[config.mk]
export PLATFORM = sky130hd
export DESIGN_NAME = layer_train_sequencer_flat
export DESIGN_NICKNAME = d
export VERILOG_FILES = /design/src/rtl/layer_train_sequencer_if.sv /design/src/rtl/layer_train_sequencer.sv /design/src/flat_wrapper.sv
export SDC_FILE = /design/constraint.sdc
export NUM_CORES = 2
export LEC_CHECK = 0
export CAP_MARGIN = 20
export CORE_AREA = 10 10 628 630
export DETAILED_ROUTE_END_ITERATION = 12
export DIE_AREA = 0 0 638 640
export GPL_TIMING_DRIVEN = 0
export PLACE_DENSITY = 0.36
export SYNTH_ARGS = -nofsm -noshare
export SYNTH_HDL_FRONTEND = slang
export SYNTH_SLANG_ARGS = --single-unit
[constraint.sdc]
create_clock -name clock -period 8.3 [get_ports clock]
set_clock_uncertainty 0.2 [all_clocks]
set_input_delay 0.83 -clock clock [delete_from_list [all_inputs] [get_ports clock]]
set_output_delay 0.83 -clock clock [all_outputs]
set_load 0.02 [all_outputs]
[src/rtl/layer_train_sequencer_if.sv]
// Shared element type plus the bundled control, sample, layer and result
// signals of layer_train_sequencer.
//   slave  : sequencer view (drives busy/done/s_ready/layer_*/r_*)
//   master : environment view (drives start/s_*/layer_out/r_ready)
package layer_train_pkg;
    typedef logic [7:0] zero2one_t;
endpackage

interface layer_train_sequencer_if #(
    parameter int N       = 16,
    parameter int M       = 55,
    parameter int SAMPLES = 64,
    parameter int EPOCHS  = 8
) ();
    localparam int EW  = $bits(layer_train_pkg::zero2one_t) + $clog2(M + 1);
    localparam int EPW = $clog2(EPOCHS + 1);
    localparam int IXW = $clog2(SAMPLES + 1);

    logic                                   start;
    logic                                   busy;
    logic                                   done;
    logic                                   s_valid;
    logic                                   s_ready;
    layer_train_pkg::zero2one_t [N-1:0]     s_in;
    layer_train_pkg::zero2one_t [M-1:0]     s_expected;
    logic                                   layer_valid;
    logic                                   layer_learn;
    layer_train_pkg::zero2one_t [N-1:0]     layer_in;
    layer_train_pkg::zero2one_t [M-1:0]     layer_expected_out;
    layer_train_pkg::zero2one_t [M-1:0]     layer_out;
    logic                                   r_valid;
    logic                                   r_ready;
    logic [EW-1:0]                          r_error;
    logic [EPW-1:0]                         r_epoch;
    logic [IXW-1:0]                         r_index;

    modport slave (
        input  start, s_valid, s_in, s_expected, layer_out, r_ready,
        output busy, done, s_ready, layer_valid, layer_learn, layer_in,
               layer_expected_out, r_valid, r_error, r_epoch, r_index
    );

    modport master (
        output start, s_valid, s_in, s_expected, layer_out, r_ready,
        input  busy, done, s_ready, layer_valid, layer_learn, layer_in,
               layer_expected_out, r_valid, r_error, r_epoch, r_index
    );
endinterface

[src/rtl/layer_train_sequencer.sv]
// Training-run sequencer for one neuron layer (N inputs, M neurons).
// Accepts a sample, pulses the layer's evaluate strobe, waits SETTLE cycles,
// accumulates sum |layer_out[i]-expected[i]| one neuron per cycle, pulses
// learn (except in the final, evaluation-only epoch) and reports the error.
// Ports:
//   clock, reset : rising-edge clock, synchronous active-high reset
//   bus (slave)  : start/busy/done control, sample stream (s_*), layer
//                  strobes and operands (layer_*), result stream (r_*)
module layer_train_sequencer #(
    parameter int N       = 16,
    parameter int M       = 55,
    parameter int SETTLE  = 2,
    parameter int SAMPLES = 64,
    parameter int EPOCHS  = 8
) (
    input  logic                   clock,
    input  logic                   reset,
    layer_train_sequencer_if.slave bus
);
    import layer_train_pkg::*;

    localparam int ZW   = $bits(zero2one_t);
    localparam int EW   = ZW + $clog2(M + 1);
    localparam int EPW  = $clog2(EPOCHS + 1);
    localparam int IXW  = $clog2(SAMPLES + 1);
    localparam int CMAX = (SETTLE > M) ? SETTLE : M;
    localparam int CW   = $clog2(CMAX + 1);

    typedef enum logic [2:0] {
        ST_IDLE, ST_WAIT_S, ST_EVAL, ST_SETTLE, ST_SCORE, ST_TRAIN, ST_REPORT
    } state_t;

    state_t             state_q;
    logic               busy_q, done_q, s_ready_q, lvalid_q, llearn_q, r_valid_q;
    zero2one_t [N-1:0]  in_q;
    zero2one_t [M-1:0]  exp_q;
    logic [EW-1:0]      acc_q, r_error_q;
    logic [EPW-1:0]     epoch_q, r_epoch_q;
    logic [IXW-1:0]     index_q, r_index_q;
    logic [CW-1:0]      cnt_q;

    zero2one_t          sel_out, sel_exp;
    logic [EW-1:0]      diff;
    logic               last_epoch, last_index;

    // Neuron selected by the score counter; a compare loop keeps the mux
    // legal for any M without a separately sized index.
    always_comb begin
        sel_out = '0;
        sel_exp = '0;
        for (int i = 0; i < M; i++) begin
            if (cnt_q == CW'(i)) begin
                sel_out = bus.layer_out[i];
                sel_exp = exp_q[i];
            end
        end
        diff       = (sel_out > sel_exp) ? EW'(sel_out - sel_exp) : EW'(sel_exp - sel_out);
        last_epoch = (epoch_q == EPW'(EPOCHS - 1));
        last_index = (index_q == IXW'(SAMPLES - 1));
    end

    always_ff @(posedge clock) begin
        if (reset) begin
            state_q   <= ST_IDLE;
            busy_q    <= 1'b0;
            done_q    <= 1'b0;
            s_ready_q <= 1'b0;
            lvalid_q  <= 1'b0;
            llearn_q  <= 1'b0;
            r_valid_q <= 1'b0;
            in_q      <= '0;
            exp_q     <= '0;
            acc_q     <= '0;
            r_error_q <= '0;
            epoch_q   <= '0;
            r_epoch_q <= '0;
            index_q   <= '0;
            r_index_q <= '0;
            cnt_q     <= '0;
        end else begin
            done_q <= 1'b0;
            case (state_q)
                ST_IDLE: begin
                    if (bus.start) begin
                        state_q   <= ST_WAIT_S;
                        busy_q    <= 1'b1;
                        s_ready_q <= 1'b1;
                        epoch_q   <= '0;
                        index_q   <= '0;
                    end
                end
                ST_WAIT_S: begin
                    if (bus.s_valid) begin
                        in_q      <= bus.s_in;
                        exp_q     <= bus.s_expected;
                        acc_q     <= '0;
                        s_ready_q <= 1'b0;
                        lvalid_q  <= 1'b1;
                        state_q   <= ST_EVAL;
                    end
                end
                ST_EVAL: begin
                    lvalid_q <= 1'b0;
                    cnt_q    <= '0;
                    state_q  <= ST_SETTLE;
                end
                ST_SETTLE: begin
                    if (cnt_q == CW'(SETTLE - 1)) begin
                        cnt_q   <= '0;
                        state_q <= ST_SCORE;
                    end else begin
                        cnt_q <= cnt_q + 1'b1;
                    end
                end
                ST_SCORE: begin
                    acc_q <= acc_q + diff;
                    if (cnt_q == CW'(M - 1)) begin
                        // Learn strobe is raised on entry so it lines up
                        // with the TRAIN cycle; suppressed in the last epoch.
                        lvalid_q <= !last_epoch;
                        llearn_q <= !last_epoch;
                        state_q  <= ST_TRAIN;
                    end else begin
                        cnt_q <= cnt_q + 1'b1;
                    end
                end
                ST_TRAIN: begin
                    lvalid_q  <= 1'b0;
                    llearn_q  <= 1'b0;
                    r_valid_q <= 1'b1;
                    r_error_q <= acc_q;
                    r_epoch_q <= epoch_q;
                    r_index_q <= index_q;
                    state_q   <= ST_REPORT;
                end
                ST_REPORT: begin
                    if (bus.r_ready) begin
                        r_valid_q <= 1'b0;
                        if (!last_index) begin
                            index_q   <= index_q + 1'b1;
                            s_ready_q <= 1'b1;
                            state_q   <= ST_WAIT_S;
                        end else if (!last_epoch) begin
                            index_q   <= '0;
                            epoch_q   <= epoch_q + 1'b1;
                            s_ready_q <= 1'b1;
                            state_q   <= ST_WAIT_S;
                        end else begin
                            done_q  <= 1'b1;
                            busy_q  <= 1'b0;
                            state_q <= ST_IDLE;
                        end
                    end
                end
                default: state_q <= ST_IDLE;
            endcase
        end
    end

    assign bus.busy               = busy_q;
    assign bus.done               = done_q;
    assign bus.s_ready            = s_ready_q;
    assign bus.layer_valid        = lvalid_q;
    assign bus.layer_learn        = llearn_q;
    assign bus.layer_in           = in_q;
    assign bus.layer_expected_out = exp_q;
    assign bus.r_valid            = r_valid_q;
    assign bus.r_error            = r_error_q;
    assign bus.r_epoch            = r_epoch_q;
    assign bus.r_index            = r_index_q;
endmodule

[src/flat_wrapper.sv]
// flat-port wrapper written by rule: the top's interface ports become plain ports
module layer_train_sequencer_flat import layer_train_pkg::*;
#(
    parameter int N       = 16,
    parameter int M       = 55,
    parameter int SETTLE  = 2,
    parameter int SAMPLES = 64,
    parameter int EPOCHS  = 8
)
  (clock, reset, bus_start, bus_s_valid, bus_s_in, bus_s_expected, bus_layer_out, bus_r_ready, bus_busy, bus_done, bus_s_ready, bus_layer_valid, bus_layer_learn, bus_layer_in, bus_layer_expected_out, bus_r_valid, bus_r_error, bus_r_epoch, bus_r_index);
  layer_train_sequencer_if #(.N(N), .M(M), .SAMPLES(SAMPLES), .EPOCHS(EPOCHS)) bus_i ();
  input  logic clock;
  input  logic reset;
  input wire logic [$bits(bus_i.start)-1:0] bus_start;
  input wire logic [$bits(bus_i.s_valid)-1:0] bus_s_valid;
  input wire logic [$bits(bus_i.s_in)-1:0] bus_s_in;
  input wire logic [$bits(bus_i.s_expected)-1:0] bus_s_expected;
  input wire logic [$bits(bus_i.layer_out)-1:0] bus_layer_out;
  input wire logic [$bits(bus_i.r_ready)-1:0] bus_r_ready;
  output wire logic [$bits(bus_i.busy)-1:0] bus_busy;
  output wire logic [$bits(bus_i.done)-1:0] bus_done;
  output wire logic [$bits(bus_i.s_ready)-1:0] bus_s_ready;
  output wire logic [$bits(bus_i.layer_valid)-1:0] bus_layer_valid;
  output wire logic [$bits(bus_i.layer_learn)-1:0] bus_layer_learn;
  output wire logic [$bits(bus_i.layer_in)-1:0] bus_layer_in;
  output wire logic [$bits(bus_i.layer_expected_out)-1:0] bus_layer_expected_out;
  output wire logic [$bits(bus_i.r_valid)-1:0] bus_r_valid;
  output wire logic [$bits(bus_i.r_error)-1:0] bus_r_error;
  output wire logic [$bits(bus_i.r_epoch)-1:0] bus_r_epoch;
  output wire logic [$bits(bus_i.r_index)-1:0] bus_r_index;
  assign bus_i.start = bus_start;
  assign bus_i.s_valid = bus_s_valid;
  assign bus_i.s_in = bus_s_in;
  assign bus_i.s_expected = bus_s_expected;
  assign bus_i.layer_out = bus_layer_out;
  assign bus_i.r_ready = bus_r_ready;
  assign bus_busy = bus_i.busy;
  assign bus_done = bus_i.done;
  assign bus_s_ready = bus_i.s_ready;
  assign bus_layer_valid = bus_i.layer_valid;
  assign bus_layer_learn = bus_i.layer_learn;
  assign bus_layer_in = bus_i.layer_in;
  assign bus_layer_expected_out = bus_i.layer_expected_out;
  assign bus_r_valid = bus_i.r_valid;
  assign bus_r_error = bus_i.r_error;
  assign bus_r_epoch = bus_i.r_epoch;
  assign bus_r_index = bus_i.r_index;
  layer_train_sequencer #(.N(N), .M(M), .SETTLE(SETTLE), .SAMPLES(SAMPLES), .EPOCHS(EPOCHS)) u_core (.clock(clock), .reset(reset), .bus(bus_i));
endmodule
-- After elaboration in Yosys (flattened, before gate mapping)
Index checks and enable logic that the tools add are counted.
- $add $sub $neg: 6
- $lt $le $gt $ge: 1
- equal/unequal tests: 72
- multiplexer cells: 151
- bitwise logic cells: 3
- reductions and logical operators: 23
- operators with widths (operator ; count):
    two-way mux 8 bit ; 110
    == test 6 bit (second input constant) ; 23
    == test 6 x 5 -> 1 bit (second input constant) ; 16
    == test 6 x 4 -> 1 bit (second input constant) ; 8
    two-way mux 14 bit ; 2
    two-way mux 7 bit ; 4
    case mux 14 bit (2 select lines) ; 1
    == test 6 x 3 -> 1 bit (second input constant) ; 4
    case mux 3 bit (7 select lines) ; 1
    AND reduction 5 bit ; 4
    two-way mux 3 bit ; 6
    case mux 6 bit (3 select lines) ; 1
    subtractor 8 x 8 -> 9 bit ; 2
    two-way mux 4 bit ; 4
    adder 14 bit ; 1
    case mux 7 bit (2 select lines) ; 1
    two-way mux 1 bit ; 13
    == test 6 x 2 -> 1 bit (second input constant) ; 2
    two-way mux 6 bit ; 2
    != test 2 bit (second input constant) ; 5
    AND reduction 2 bit ; 5
    == test 3 bit (second input constant) ; 3
    nonzero test 3 bit ; 3
    > comparator 8 bit ; 1
    other kinds (22) ; 34
- flip-flop bits (word level): 633
- input port bits: 1013
- output and inout port bits: 599
- word-level logic and storage cells: 341

-- Depth between registers and ports, before layout
- depth after elaboration: 60
- gate-level depth with buffers: 34
- mapped depth without buffers: 31

-- Least setup slack after synthesis
Ideal clock, no wire load.
- kind: flip-flop to flip-flop
- start point: reg u_core.cnt_q[0]
- end point: reg u_core.acc_q[13]
- setup time: 0.128 ns
- arrival: 6.656 ns
- data required time: 7.972 ns
- path slack: 1.316 ns
- cell stages (with the launch flop): 33
- buffers on the path: 3
- clock period less this slack: 6.984 ns
- cell sequence: dfxtp_1 > ha_1 > clkbuf_1 > or3b_1 > clkbuf_1 > nor2_1 > a32oi_1 > a211o_1 > a21oi_1 > o31ai_1 > a211oi_1 > o21ai_1 > a211oi_1 > ha_1 > nor2b_1 > o31a_1 > o2111ai_1 > and2_1 > buf_1 > mux2_2 > o21ai_0 > nand2_1 > xnor2_1 > ha_1 > a21oi_1 > nand2_1 > o211a_1 > o21a_1 > o21a_1 > o41ai_1 > xor2_1 > o21ai_0 > o41ai_1
- word-level cells in the longest chain between the ends: 60
- elaborated cells on any way between the ends: 171
- those cells by class: 3 x add/sub; 1 x order compare; 54 x eq/ne; 112 x mux; 1 x reduce/logical
- RTL lines (element ; line ; text):
    start, declared ; layer_train_sequencer.sv:40 ; logic [CW-1:0] cnt_q;
    start signal, assigned ; layer_train_sequencer.sv:112 ; cnt_q <= cnt_q + 1'b1;
    start signal, assigned ; layer_train_sequencer.sv:124 ; cnt_q <= cnt_q + 1'b1;
    logical NOT 6 bit ; layer_train_sequencer.sv:52 ; if (cnt_q == CW'(i)) begin
    two-way mux 8 bit (55 in series) ; layer_train_sequencer.sv:52 ;
    subtractor 8 x 8 -> 9 bit or > comparator 8 bit (tied branches) ; layer_train_sequencer.sv:57 ; diff = (sel_out > sel_exp) ? EW'(sel_out - sel_exp) : EW'(sel_exp - sel_out);
    two-way mux 14 bit (*) ; layer_train_sequencer.sv:57 ;
    adder 14 bit (*) ; layer_train_sequencer.sv:116 ; acc_q <= acc_q + diff;
    case mux 14 bit (2 select lines) (*) ; layer_train_sequencer.sv:82 ; case (state_q)
    end signal, assigned ; layer_train_sequencer.sv:116 ;
    end, declared ; layer_train_sequencer.sv:37 ; logic [EW-1:0] acc_q, r_error_q;
Every way passes the cells marked *; elsewhere a longest branch is shown, timed or not.
A chain may end at the register's enable or synchronous reset.

-- Worst setup path after layout
- start point: reg u_core.cnt_q[5]
- end point: reg u_core.acc_q[13]
Same word-level chain as after synthesis.

==> flow_summary.ini <==
[run_status]
status = complete, no violations

[setup_path]
worstSetupPathType = flop to flop
reg2reg_to = u_core.acc_q[13]
ff2ff_path_depth = 31
ff2ff_setup_slack_ns = 0.16
critical_path.startpoint_type = flop
arrival_ns = 8.57
reg2reg_from = u_core.cnt_q[5]
cp-end-kind = flop
cp-startpoint = u_core.cnt_q[5]
slowest_delay_ns = 0.72
cpMaxStageDelayCell = a2111oi_4
worstPathRequired_ns = 8.73
endpoint = u_core.acc_q[13]
crit_fanout = 10
path_common_cell = o21a_1

[detailed_routing]
viasPerCell = 3.925
drc = 0
wl_met3_mm = 38.24
wl_met1_mm = 171.9
wl_per_cell_um = 40.23
drt_iter0_drc = 4499
highest_layer = met5
totalWireLength_mm = 453.3
firstDrtPassIters = 6
final_antenna_net_count = 0
via_count = 44231
wl_met2_mm = 222.5

[clock_tree]
clock-sinks = 633
cts_buffers = 95
path_clk_slew_ns = 0.06
cts_tree = built
ctsHtreeMaxLevel = 3
clock_latency_ns = 0.83
clock_path_buffers = 4
cts_root_buf = clkbuf_16

[final_layout]
layout.nets = 7165
area_growth_pct = 95.71
layout-drive-gt1-share_pct = 10.61
fill_cells = 43542
fin_util_pct = 15.79

[global_routing]
antenna_found_initial = 176
track_usage_pct = 20.94
overflow = 0
grt_max_degree = 13
grt_pass1_vias = 43121
grt_pass1_wl_mm = 548.4

[sta]
relSlewSlack_pct = 27.16
fin_crit_ns = 8.139
rsz0062_at_grt = true
drv_slew = 0
worst_slew_pin_slew_ns = 1.093
finalSetupViolations = 0
fin_ws_ns = 0.1609
finalHoldViolCount = 0
fin_crit_sh_pct = 98.06
max_freq_mhz = 122.9

[synth]
ys_warn_count = 0
synth_area_leaders = dfxtp_1, nand2_1, a21oi_1, clkbuf_1, nor2_1
async_flop_share_pct = 0
synth_nets = 5330
synth_largest_area_cell = dfxtp_1
ys.flop_type = dfxtp_1
netlist_area_um2 = 30770
synth_top_area_share_pct = 41.19
avgSynthCellArea_um2 = 7.195
synthDistinctLibCells = 87
synth_edf_count = 0
synthCells = 4276
ys_ff_latch = 633
seq_area_frac_synth_pct = 41.19

[power]
power_density_nw_per_um2 = 200.3
leakage_uw = 0.01960
finalPower_uw = 12060
vdd_drop_max_mv = 0.1441

[job]
drv_cap = 0

[min_path]
hp-class = flop to flop

[die]
dieArea_um2 = 408300
die_h_um = 640
rows = 227
core_area_um2 = 381400
die_w_um = 638
io_pins = 1612
start_util_pct = 8.066

[placement]
gp_congestion = 0.9352
dpl.hpwl_mm = 401.7
io_buffers = 1610
place_ws_ns = -2.836
[worst max-delay path, delay by kind of cell, from the launching register on]
family / cells / cell delay [ns]
AO/OA/AOI/OAI: 19 / 4.68
flip-flops: 1 / 0.36
adder cells (fa/ha/maj): 2 / 0.59
XOR/XNOR: 2 / 0.33
buffers and inverters: 2 / 0.65
AND/OR/NAND/NOR: 6 / 1.08
[metal layers]
layer | track usage (%) | up-vias
li1 | - | 18812
met1 | 23.80 | 22266
met2 | 37.01 | 2504
met3 | 6.119 | 573
met4 | 7.761 | 76
met5 | 0 | -
[layout by cell type (no fill, tap or decap), drive strengths merged, types with 16 or more instances in the layout]
cell type	n
nor2	219
clkinv	22
nand3	81
inv	27
o22ai	112
nand4	16
diode	49
and2	19
o211ai	28
nand2	1361
o21ai	118
a21o	17
nor3	61
a21oi	731
ha	38
a221oi	55
a22oi	87
a22o	17
nor2b	18
a211oi	25
o21a	17
nand2b	18
o221ai	25
and3	26
dfxtp	633
buf	173
clkbuf	385
clkdlybuf4s50	1610
[where the power goes]
group	total (uW)	switching [uW]	internal, uW
clock network	4220	1800	2420
registers	3910	541	3370
logic	3920	2400	1520
[area by class of cell]
class                           instances  area [um^2]  share of cell area, %
Timing Repair Buffer                 1749        17830                  29.61
Multi-Input combinational cell       3319        18640                  30.95
Inverter                               19        71.32                 0.1184
Buffer                                294         1494                  2.481
Clock buffer                          125         2640                  4.384
Clock inverter                         42        439.2                 0.7294
Antenna cell                           49        122.6                 0.2036
Tap cell                             5038         6304                  10.47
Sequential cell                       633        12680                  21.05
[what timing repair did]
item,CTS,global route
pin swaps,41,24
hold buffers,0,0
buffers inserted,46,17
gates cloned,0,1
resized for setup,408,87
setup endpoints to repair,13,4
[how the worst min path moves through the flow]
| stage | from | to | slack, ns | depth (start not counted) |
|---|---|---|---|---|
| after floorplan | u_core.acc_q[13] | u_core.acc_q[13] | 0.24 | 1 |
| after CTS | bus_s_expected[130] | u_core.bus.layer_expected_out[130] | 0.24 | 3 |
| after global placement | u_core.bus.layer_in[32] | u_core.bus.layer_in[32] | 0.24 | 2 |
| after global routing | u_core.bus.r_error[9] | u_core.bus.r_error[9] | 0.27 | 2 |
| after detailed placement | u_core.bus.layer_in[69] | u_core.bus.layer_in[69] | 0.25 | 2 |
| final | u_core.bus.layer_in[15] | u_core.bus.layer_in[15] | 0.25 | 2 |
[sequential cells by signal, summed over array words and instances, names as in the netlist, 3 cells and up]
register                       flops
u_core.acc_q                      14
u_core.bus.layer_expected_out    440
u_core.bus.layer_in              128
u_core.bus.r_epoch                 4
u_core.bus.r_error                14
u_core.bus.r_index                 7
u_core.cnt_q                       6
u_core.epoch_q                     4
u_core.index_q                     7
u_core.state_q                     3
[logic make-up (layout without fill, tap and decap cells)]
kind of cell / after synthesis / in the layout / synth area share [%]
xor+xnor: 22 / 22 / 0.6263
fa+ha+maj: 41 / 41 / 1.741
compound gates: 1368 / 1368 / 27.02
other cells: 0 / 49 / 0
simple gates: 1881 / 1882 / 25.19
mux: 6 / 6 / 0.1993
buf+inv: 325 / 2229 / 4.042
flops: 633 / 633 / 41.19
[cells in the mapped netlist (10+ instances only)]
master and number:
nand2_1 1361, a21oi_1 731, dfxtp_1 633, clkbuf_1 276, nor2_1 215, o22ai_1 112
o21ai_0 105, a22oi_1 87, nand3_1 81, nor3_1 59, a221oi_1 55, ha_1 38
o211ai_1 28, and3_1 26, a211oi_1 25, o221ai_1 25, inv_1 18, nand2b_1 18
nor2b_1 18, a21o_1 17, a22o_1 17, o21a_1 17, and2_1 16, buf_1 16
nand4_1 16, a32oi_1 14, nor4_1 14, or3_1 14, buf_2 13, o21ai_1 13
o22a_1 12, xor2_1 12, a211o_1 11, a221o_1 11, a2111oi_0 10, xnor2_1 10
[per-stage QoR]
step                instance area [um^2]  hold slack, ns  TNS [ns]  cells
CTS                                59640          0.2440         0  11205
global route                       60150          0.2712  -0.09703  11244
global placement                   53190          0.2429    -60.29  10924
finish                             60210          0.2535         0  11268
detailed placement                 54520          0.2502    -26.59  11000
floorplan                          30770          0.2368         0   4276
Note: power is estimated with default switching activity, not from simulation.
